===== src/rtl/fetch_stage_pkg.sv =====
// Shared decode definitions: RV32 base opcodes, fetch FSM states and the NOP word.
package fetch_stage_pkg;

  typedef enum logic [6:0] {
    I_TYPE  = 7'b0010011,
    I_LOAD  = 7'b0000011,
    I_JALR  = 7'b1100111,
    S_TYPE  = 7'b0100011,
    B_TYPE  = 7'b1100011,
    U_LUI   = 7'b0110111,
    U_AUIPC = 7'b0010111,
    J_TYPE  = 7'b1101111
  } opcode_e;

  typedef enum logic [1:0] {
    IDLE,
    WAIT,
    DRAIN
  } fetch_state_e;

  localparam logic [31:0] NOP_INSTR = 32'h0000_0013;

endpackage


===== src/rtl/fetch_stage_instr_field_slice.sv =====
// Combinational extraction of opcode/func3 and the raw immediate bit fields;
// fields an opcode does not define read as zero.
module instr_field_slice
  import fetch_stage_pkg::*;
(
  input  logic [31:0] instr,
  output logic [6:0]  opcode,
  output logic [2:0]  func3,
  output logic [11:0] imm,
  output logic [19:0] imm_u
);

  assign opcode = instr[6:0];
  assign func3  = instr[14:12];

  always_comb begin
    imm   = '0;
    imm_u = '0;
    case (instr[6:0])
      I_TYPE, I_LOAD, I_JALR: imm   = instr[31:20];
      S_TYPE:                 imm   = {instr[31:25], instr[11:7]};
      B_TYPE:                 imm   = {instr[31], instr[7], instr[30:25], instr[11:8]};
      U_LUI, U_AUIPC:         imm_u = instr[31:12];
      J_TYPE:                 imm_u = {instr[31], instr[19:12], instr[20], instr[30:21]};
      default: begin
        imm   = '0;
        imm_u = '0;
      end
    endcase
  end

endmodule


===== src/rtl/fetch_stage.sv =====
// Instruction fetch with single-outstanding imem requests, 1-entry skid buffer
// for decode stalls, redirect flush/drain, and the IF/ID register with pre-sliced fields.
module fetch_stage
  import fetch_stage_pkg::*;
#(
  parameter int               XLEN     = 32,
  parameter logic [XLEN-1:0]  RESET_PC = '0
) (
  input  logic            clk,
  input  logic            rst,
  output logic            imem_req,
  output logic [XLEN-1:0] imem_addr,
  input  logic            imem_ready,
  input  logic            imem_rvalid,
  input  logic [31:0]     imem_rdata,
  input  logic            redirect_valid,
  input  logic [XLEN-1:0] redirect_pc,
  input  logic            stall_id,
  output logic            id_valid,
  output logic [XLEN-1:0] id_pc,
  output logic [31:0]     id_instr,
  output logic [6:0]      id_opcode,
  output logic [2:0]      id_func3,
  output logic [11:0]     id_imm,
  output logic [19:0]     id_imm_u
);

  fetch_state_e    state;
  logic [XLEN-1:0] pc;
  logic [XLEN-1:0] req_pc;
  logic            skid_valid;
  logic [XLEN-1:0] skid_pc;
  logic [31:0]     skid_instr;

  logic            accept_id;
  logic            req_fire;
  logic            resp_ok;
  logic [31:0]     next_instr;
  logic [6:0]      next_opcode;
  logic [2:0]      next_func3;
  logic [11:0]     next_imm;
  logic [19:0]     next_imm_u;

  assign accept_id = !id_valid || !stall_id;
  assign imem_req  = !rst && !redirect_valid && !skid_valid &&
                     (state == IDLE || (state == WAIT && imem_rvalid && accept_id));
  assign imem_addr = pc;
  assign req_fire  = imem_req && imem_ready;
  assign resp_ok   = (state == WAIT) && imem_rvalid;

  // Skid and a live response never coexist, so skid_valid alone picks the source.
  assign next_instr = skid_valid ? skid_instr : imem_rdata;

  instr_field_slice u_slice (
    .instr  (next_instr),
    .opcode (next_opcode),
    .func3  (next_func3),
    .imm    (next_imm),
    .imm_u  (next_imm_u)
  );

  always_ff @(posedge clk) begin
    if (rst) begin
      state      <= IDLE;
      pc         <= RESET_PC;
      req_pc     <= RESET_PC;
      skid_valid <= 1'b0;
      skid_pc    <= RESET_PC;
      skid_instr <= NOP_INSTR;
      id_valid   <= 1'b0;
      id_pc      <= RESET_PC;
      id_instr   <= NOP_INSTR;
      id_opcode  <= NOP_INSTR[6:0];
      id_func3   <= NOP_INSTR[14:12];
      id_imm     <= NOP_INSTR[31:20];
      id_imm_u   <= '0;
    end else if (redirect_valid) begin
      // An in-flight response with no rvalid yet must be drained later.
      id_valid   <= 1'b0;
      skid_valid <= 1'b0;
      pc         <= redirect_pc;
      state      <= (state != IDLE && !imem_rvalid) ? DRAIN : IDLE;
    end else begin
      if (req_fire) begin
        req_pc <= pc;
        pc     <= pc + XLEN'(4);
      end

      case (state)
        IDLE:    if (req_fire) state <= WAIT;
        WAIT: begin
          if (imem_rvalid) begin
            state <= req_fire ? WAIT : IDLE;
            if (!accept_id) begin
              skid_valid <= 1'b1;
              skid_pc    <= req_pc;
              skid_instr <= imem_rdata;
            end
          end
        end
        DRAIN:   if (imem_rvalid) state <= IDLE;
        default: state <= IDLE;
      endcase

      if (accept_id) begin
        if (skid_valid || resp_ok) begin
          id_valid   <= 1'b1;
          id_pc      <= skid_valid ? skid_pc : req_pc;
          id_instr   <= next_instr;
          id_opcode  <= next_opcode;
          id_func3   <= next_func3;
          id_imm     <= next_imm;
          id_imm_u   <= next_imm_u;
          skid_valid <= 1'b0;
        end else begin
          id_valid <= 1'b0;
        end
      end
    end
  end

endmodule


===== config.mk =====
export PLATFORM = sky130hd
export DESIGN_NAME = fetch_stage
export DESIGN_NICKNAME = d
export VERILOG_FILES = /design/src/rtl/fetch_stage_pkg.sv /design/src/rtl/fetch_stage_instr_field_slice.sv /design/src/rtl/fetch_stage.sv
export SDC_FILE = /design/constraint.sdc
export NUM_CORES = 1
export LEC_CHECK = 0
export BUFFER_PORTS_ARGS = -buffer_cell sky130_fd_sc_hd__buf_2
export CAP_MARGIN = 40
export CELL_PAD_IN_SITES_DETAIL_PLACEMENT = 0
export CELL_PAD_IN_SITES_GLOBAL_PLACEMENT = 1
export CORE_MARGIN = 4
export CORE_UTILIZATION = 43
export DETAILED_ROUTE_END_ITERATION = 6
export HOLD_SLACK_MARGIN = 0.08
export PLACE_DENSITY = 0.89
export SLEW_MARGIN = 10
export SYNTH_ARGS = -nofsm -noshare
export SYNTH_HDL_FRONTEND = slang
export SYNTH_SLANG_ARGS = --single-unit

===== constraint.sdc =====
create_clock -name clk -period 3.9 [get_ports clk]
set_input_delay 0 -clock clk [delete_from_list [all_inputs] [get_ports clk]]
set_output_delay 0 -clock clk [all_outputs]
set_load 0.02 [all_outputs]

Yosys cells after proc, flatten, opt, wreduce, memory -nomap -nowiden. Index checks and enable logic that the tools add are counted.

Logic and storage cells: 74. Output and inout bits: 140. RAM bits: 0. Memories: 0. Latch bits: 0. Memory bits (read-only): 0. Input port bits: 70. Flip-flop bits (word level): 238.

Add/subtract/negate cells: 1. Divide/modulo/power cells: 0. Shift operators: 0. Order comparisons: 0. Muxes and demuxes: 19. Eq/ne operators: 13. Multiply operators: 0. Bitwise gates (word level): 2. Reductions and logical operators: 26.

Operators by type and width (number): 32-bit two-way mux (4); 20-bit one-hot mux with 2 select lines (1); 12-bit one-hot mux with 3 select lines (1); 32-bit by 3-bit adder with 32-bit output, second input constant (1); 7-bit == test, second input constant (3); 7-bit by 5-bit == test with 1-bit output, second input constant (2); 7-bit by 6-bit == test with 1-bit output, second input constant (2); 2-bit two-way mux (5); 3-bit != test, second input constant (3); 7-bit by 2-bit == test with 1-bit output, second input constant (1); 1-bit logical AND (7); 1-bit two-way mux (7); 1-bit zero test (6); 2-bit one-hot mux with 3 select lines (1); 3-bit AND reduction (2); 4-bit AND reduction (1); 2-bit nonzero test (2); 2-bit OR reduction (2); 1-bit logical OR (3); 3-bit OR reduction (1); 2-bit by 1-bit == test with 1-bit output, second input constant (1); 2-bit == test, second input constant (1); 2-bit zero test (1); 1-bit NOT (2); 2-bit AND reduction (1).

Longest topological paths before layout. Gate-level depths: netlist of the first run.

Depth after elaboration: 10. Mapped depth: 8. Gate-level depth less buffers: 6.

Cells and area by module. From an unflattened synthesis of the first run, not the netlist that was laid out.

Cells, all modules: 1277. Area total of the unflattened synthesis: 10256.1 um^2.

Modules (own cells, without submodules): fetch_stage (seq. area each 4764.6 um^2, cells each 1187, times used 1, area an instance 9610.5 um^2); instr_field_slice (seq. area each 0.0 um^2, cells each 90, times used 1, area an instance 645.6 um^2).

Worst setup path after synthesis of the first run. OpenSTA, ideal clock, no wires.

Path type: reg2reg. Start: register pc[4] (netlist: imem_addr[4]). End: register pc[17] (netlist: imem_addr[17]). Slack: 1728 ps. Arrival time: 2097 ps. Path buffers: 1. Period minus slack after synthesis: 2172 ps. Data required time: 3826 ps. Setup time: 74 ps. Cell stages (with the launch flop): 7. Cell sequence: dfxtp_1 nand2_1 or3_1 or4_4 buf_6 or3_1 a31oi_1.

Longest elaborated chain between the ends: 3.

RTL lines: start, declared (line fetch_stage.sv:29) `logic [XLEN-1:0] pc;`; start signal, assigned (line fetch_stage.sv:81) `pc <= redirect_pc;`; start signal, assigned (line fetch_stage.sv:86) `pc <= pc + XLEN'(4);`; 32-bit by 3-bit adder with 32-bit output (line fetch_stage.sv:86); 32-bit two-way mux (line fetch_stage.sv:84) `if (req_fire) begin`; 32-bit two-way mux (line fetch_stage.sv:77) `end else if (redirect_valid) begin`.

No other way between the ends. The select of a mux whose other input is x is not followed. A chain may end at the register's enable or synchronous reset.

Final worst setup path of the first run.
Start: register skid_valid. End: register id_imm[2].

Longest elaborated chain between the ends: 4. Elaborated cells on any way between the ends: 10. Classes of those cells: 5 x eq/ne; 2 x mux; 3 x reduce/logical.

RTL lines: start, declared (line fetch_stage.sv:31) `logic skid_valid;`; start signal, assigned (line fetch_stage.sv:67) `skid_valid <= 1'b0;`; start signal, assigned (line fetch_stage.sv:80) `skid_valid <= 1'b0;`; start signal, assigned (line fetch_stage.sv:95) `skid_valid <= 1'b1;`; 32-bit two-way mux (line fetch_stage.sv:52) `assign next_instr = skid_valid ? skid_instr : imem_rdata;`; 7-bit by 5-bit == test with 1-bit output, or another cell as far along (line fetch_stage_instr_field_slice.sv:19) `case (instr[6:0])`; 3-bit OR reduction (line fetch_stage_instr_field_slice.sv:19); 12-bit one-hot mux with 3 select lines (line fetch_stage_instr_field_slice.sv:19); end signal, assigned (line fetch_stage.sv:75) `id_imm <= NOP_INSTR[31:20];`; end signal, assigned (line fetch_stage.sv:112) `id_imm <= next_imm;`; end, declared (line fetch_stage.sv:24) `output logic [11:0] id_imm,`.

Several ways; a longest one is shown, not always the timed one.

==> out/qor.txt, run 1 <==
Via density = 5.44
largest cells by area after synthesis = dfxtp_1 (46%), nand2_1 (8.7%), a21oi_1 (6.2%)
Remaining DRCs = 0
Final min period = 2760 ps
cell area after synthesis = 9830 um2
Yosys top cell area share = 46.4%
Setup violations, final = 0
max_cap viols = 0
die footprint = 25400 um2
port bufs = 209
Pins Over Slew Limit = 0
via count = 9319
met1 usage = 29.8%
gr usage total = 21.4%
status = finished clean
DIE HEIGHT = 159 um
row cnt = 55
Core ar. = 22600 um2
antenna cells = 0
fraction of layout cells with a size suffix above 1 = 21.4%
CP peak stage delay = 890 ps
clk_lat worst skew = 510 ps
worst-margin pin slew = 826 ps
fin crit share = 70.8%
setup TNS = 0 ps
Yosys Warn Count = 0
net count after synthesis = 1246
postcts setup bufs = 0
Crit. End Element = flip-flop
prevailing post-synth register cell = dfxtp_1
Multi-input gate area = 4800 um2
class of the tightest hold or removal check = input pin to flip-flop
Max Fanout on Critical Path = 55
CTS HTree Levels = 1
Initial Utilization = 43.6%
initial antenna violation count = 2
Synth Register Bits = 228
Syn Area/Cell = 8.37 um2
vias in the first global route = 8605
fmax = 0.362 GHz
Crit path required time = 4360 ps
Filler cells = 2115
Fin Clk Skew = 10.7 ps
total wire length = 28500 um
Final HPWL DP = 19000 um
Slew headroom = 44.9%
routed wire length per instance = 16.6 um
Synth Instances = 1175
Peak VDD IR = 0.247 mV
Critical Path AT = 3220 ps
DRT iter0 DRCs = 744
crit-path cells = buf_4 -> mux2_2 -> a22o_1 -> or3_1 -> nor3_1 -> a221o_1
Synth async-reset ratio = 0%
Pwr per Cell Area = 407 nW/um2
I/O pin count = 210
register area = 4570 um2
Area Growth Syn to Fin = 28.7%
RD Place Congestion = 0.831
critical path class = flip-flop to flip-flop
CTS tree = built
slowest cell on the critical path = dfxtp_4
Antenna Nets Post-Route = 0
Pleak = 4.76 nW
Post-synth EDFFs = 0
largest net degree at the start of global routing = 85
Distinct cells, synth = 58
clock root cell = clkbuf_16
post-synthesis sequential area ratio = 46.4%
First-pass DRT Iterations = 5
Die Wd = 159 um
RSZ-0062 raised after global routing = false
met2 GRT Util = 34.2%
Clk pin slew, worst setup/hold paths = 60 ps
endpoints failing hold = 0
met3 GRT Util = 5.15%
Util after Layout = 56.0%
first-pass GRT wire length = 45800 um
clk sinks = 228
Remaining Overflow, GRT = 0
leading area contributor after synthesis = dfxtp_1
crit path launch type = flip-flop
GRT Max-Usage Layer = met2
Max Buffers Root-to-Sink = 3
total CTS buffers = 25
fin nets = 1482
==> placed cells by master, fill, tap and decap left out, types with 5 or more instances in the layout <==
master and instances:
o211ai_1 9, mux2_2 24, dfxtp_1 227, a221o_1 9, or3_1 6, buf_2 208, clkbuf_8 6, nand4_1 14
clkbuf_1 5, o21ai_0 15, nor3_1 42, dlygate4sd3_1 82, nand2_1 227, buf_4 17, clkbuf_16 25, nor2_1 126
nor4_1 8, a31oi_1 20, and3_1 5, a21oi_1 121, a211oi_1 51, mux2i_1 57, nand3_1 18, inv_1 6
a221oi_1 20
==> logic make-up after synthesis <==
family / share of synthesized area (%)
fa+ha+maj: 0.127
mux: 9.24
buf+inv: 4.99
flops: 46.4
simple gates: 21.4
compound gates: 17.8
==> sequential cells by signal (all words and copies together), names as in the netlist <==
signal      count
id_pc          32
state           2
skid_pc        32
id_imm_u       20
id_valid        1
skid_valid      1
skid_instr     32
imem_addr      32
id_instr       32
id_imm         12
req_pc         32
==> per-stage QoR <==
step                      setup slack [ps]  instances  power, mW  area [um2]  hold slack [ps]
after floorplan                       1730       1175       2.63        9830             76.8
after global placement                1210       1582       2.76       10900              219
after detailed placement              1160       1587       2.77       11000              226
after CTS                             1140       1713       5.19       12700             86.8
after global routing                   978       1713       5.34       12700              116
final                                 1140       1713       5.15       12700              110
==> worst paths after layout <==
path,startpoint,end,slack (ps),cells after the start
hold / removal,redirect_valid,imem_addr[11],110,4
setup reg to reg,skid_valid,id_imm[2],1140,6
setup / recovery,skid_valid,id_imm[2],1140,6
hold reg to reg,skid_pc[8],skid_pc[8],450,2
==> report_power, final <==
part | switching, mW | internal [mW] | leakage, nW
Clock | 0.949 | 1.43 | 0.412
Sequential | 0.0421 | 2.36 | 1.84
Combinational | 0.213 | 0.158 | 2.51
==> routing by layer <==
layer	vias up	part of all wire (%)
met5	-	0.088
met4	4	1.1
li1	4635	-
met1	4330	45
met2	324	46
met3	26	7.8
==> cell type report <==
class / count / share of cell area [%]
Multi-Input combinational cell: 838 / 37.9
Sequential cell: 228 / 36.1
Timing Repair Buffer: 312 / 16.4
Clock buffer: 36 / 5.75
Tap cell: 285 / 2.82
Clock inverter: 8 / 0.831
Inverter: 6 / 0.178
==> synthesized netlist by cell type (4+ instances only) <==
master / n
and3_1: 5
buf_4: 16
nand3_1: 18
nand3b_1: 4
nor4_1: 8
clkbuf_1: 72
and2_1: 4
nor2_1: 126
inv_1: 6
o21ai_0: 16
nand2b_1: 4
mux2_2: 24
nor3_1: 44
a211oi_1: 51
nand2_1: 227
a21oi_1: 121
mux2i_1: 57
buf_2: 9
a221oi_1: 20
nand4_1: 14
a31oi_1: 20
or3_1: 7
dfxtp_1: 228
o211ai_1: 9
a221o_1: 9
==> worst max-delay path: cells and delay by family, from the launching register on <==
family,cells,cell delay (ps)
flip-flops,1,890
buffers and inverters,1,410
AND/OR/NAND/NOR,2,610
AO/OA/AOI/OAI,2,340
multiplexers,1,410
==> what timing repair did <==
item                                    CTS  global route
endpoints found under the hold margin   131             0
resized for setup                         0             0
endpoints found under the setup margin    0             0
hold buffers                             82             0
Note: power is estimated with default switching activity, not from simulation.
==> run 2, diff against run 1 <==
CORE_UTILIZATION = 36   (was 43)
PLACE_DENSITY = 0.8   (was 0.89)
clock period = 2.2 ns   (was 3.9 ns; I/O delays follow)
==> run 2 against run 1 <==
  * Sequential share of layout area shrank 0.72 points
  * Global-route usage shrank 2.3 points
  * Clock skew grew 1.8 ps
  * Count of clock-buffer cells in the layout grew 1
  * Core utilization shrank 8.0 points
  * Worst hold slack gained 14 ps
  * Critical path depth shrank 1
  * Combinational power grew 93%
  * First-iteration DRC count shrank 4.4%
  * Die area grew 18%
  * Critical path type unchanged
  * Largest power group is now clock
==> out/qor.txt, run 2 (synthesis gave the netlist of run 1 again) <==
status = finished clean
design area = 12900 um2
CTS HTree Levels = 1
combinational fraction of design power = 7.7%
crit-path cells = nor4_4 -> o211ai_1 -> or4_2 -> or3_1 -> a31oi_1
Final min period = 2180 ps
clock network power share = 46.5%
port bufs = 209
setup TNS = 0 ps
Placed Instance Area = 11300 um2
CTS tree = built
NetSw = 2.17 mW
Core ar. = 26900 um2
largest net degree at the start of global routing = 217
I/O pin count = 210
fraction of layout cells with a size suffix above 1 = 23.3%
vias in the first global route = 8946
RD Place Congestion = 0.825
dpl ws = 27.8 ps
hold_sp = imem_ready
initial antenna violation count = 1
sequential share of power = 45.8%
endpoints failing hold = 0
Crit path required time = 2640 ps
Die Wd = 173 um
Remaining DRCs = 0
gr usage total = 19.0%
RR Startpoint = state[1]
antenna cells = 0
Final HPWL DP = 20100 um
crit path launch type = flip-flop
routed wire length per instance = 17.0 um
die footprint = 30000 um2
Endpoint, Worst Hold = req_pc[31]
total CTS buffers = 26
row cnt = 60
class of the tightest hold or removal check = input pin to flip-flop
Clk pin slew, worst setup/hold paths = 60 ps
max_cap viols = 0
Remaining Overflow, GRT = 0
commonest non-fill, non-tap cell in the layout = nand2_1
DRT iter0 DRCs = 711
Cell Int Power = 7.09 mW
WHS = 124 ps
Fin Clk Skew = 12.5 ps
final cell count without fillers = 1786
Max Buffers Root-to-Sink = 3
RSZ-0062 raised after global routing = true
Top delay family on crit path = simple AND/OR/NAND/NOR gates
Antenna Nets Post-Route = 0
Pwr per Cell Area = 717 nW/um2
Sw Share = 23.4%
Area Growth Syn to Fin = 31.3%
fin crit share = 99.2%
Inst Count DP = 1670
Via density = 5.31
critical path class = flip-flop to flip-flop
Initial Utilization = 36.6%
first-pass GRT wire length = 48300 um
Max Fanout on Critical Path = 5
Pleak = 4.86 nW
clk_lat worst skew = 530 ps
Buf+Inv Stages, Crit Path = 0
Final WS setup = 17.6 ps
clk sinks = 228
reg2reg end = imem_addr[21]
fmax = 0.458 GHz
Pins Over Slew Limit = 0
total wire length = 30400 um
commonest non-fill, non-tap cells in the layout = nand2_1 (227), dfxtp_1 (226), buf_2 (208)
via count = 9492
Reg2Reg Depth = 5
Setup violations, final = 0
slowest cell on the critical path = or4_2
DIE HEIGHT = 173 um
Critical Path AT = 2620 ps
Crit. End Element = flip-flop
CP peak stage delay = 750 ps
hold path cells = 5
worst-margin pin slew = 1170 ps
First-pass DRT Iterations = 7
r2r setup slk = 20 ps
Peak VDD IR = 0.355 mV
clock root cell = clkbuf_16
Slew headroom = 22.0%
fin nets = 1498
run 2: how the worst max path moves through the flow:
stage	from	endpoint	slack, ps	depth (start not counted)
2_1_floorplan	imem_addr[4]	imem_addr[17]	30	6
5_1_grt	state[1]	imem_addr[21]	-70	5
3_3_place_gp	state[0]	imem_addr[5]	60	5
4_1_cts	skid_valid	id_imm[8]	10	7
6_report	state[1]	imem_addr[21]	20	5
3_5_place_dp	skid_valid	id_imm[8]	30	7
run 2: worst register-to-register path: cells and delay by family (launching register included):
kind,cells,cell delay (ps)
AO/OA/AOI/OAI,2,370
flip-flops,1,330
AND/OR/NAND/NOR,3,1400
run 2: what timing repair did:
action / CTS / global route
resized for setup: 0 / 4
buffers inserted: 0 / 0
setup endpoints to repair: 0 / 19
hold buffers: 68 / 0
hold endpoints to repair: 130 / 0
run 2: layer usage:
layer / routed length (um) / global-route usage, %
met1: 13800 / 26.2
met2: 14000 / 30.7
met3: 2060 / 4.34
met4: 531 / 4.12
met5: 20 / 0
run 2: cell type report:
class	instances	area, um2
Tap cell	341	427
Timing Repair Buffer	326	2230
Multi-Input combinational cell	839	4810
Clock inverter	9	98.8
Sequential cell	228	4570
Inverter	6	22.5
Clock buffer	37	753
Fill cell	2628	14000
run 2: stage by stage:
stage / power, mW / utilization [%]
final: 9.26 / 48.0
after global routing: 9.61 / 48.0
after CTS: 9.36 / 47.9
after detailed placement: 4.94 / 42.2
after global placement: 4.94 / 42.1
after floorplan: 4.67 / -
run 2: power groups by stage:
stage / clock (mW) / combinational, mW / sequential [mW]
after floorplan: 0 / 0.282 / 4.39
after global placement: 0 / 0.613 / 4.33
after detailed placement: 0 / 0.615 / 4.33
after CTS: 4.41 / 0.712 / 4.24
after global routing: 4.59 / 0.777 / 4.25
final: 4.30 / 0.716 / 4.24
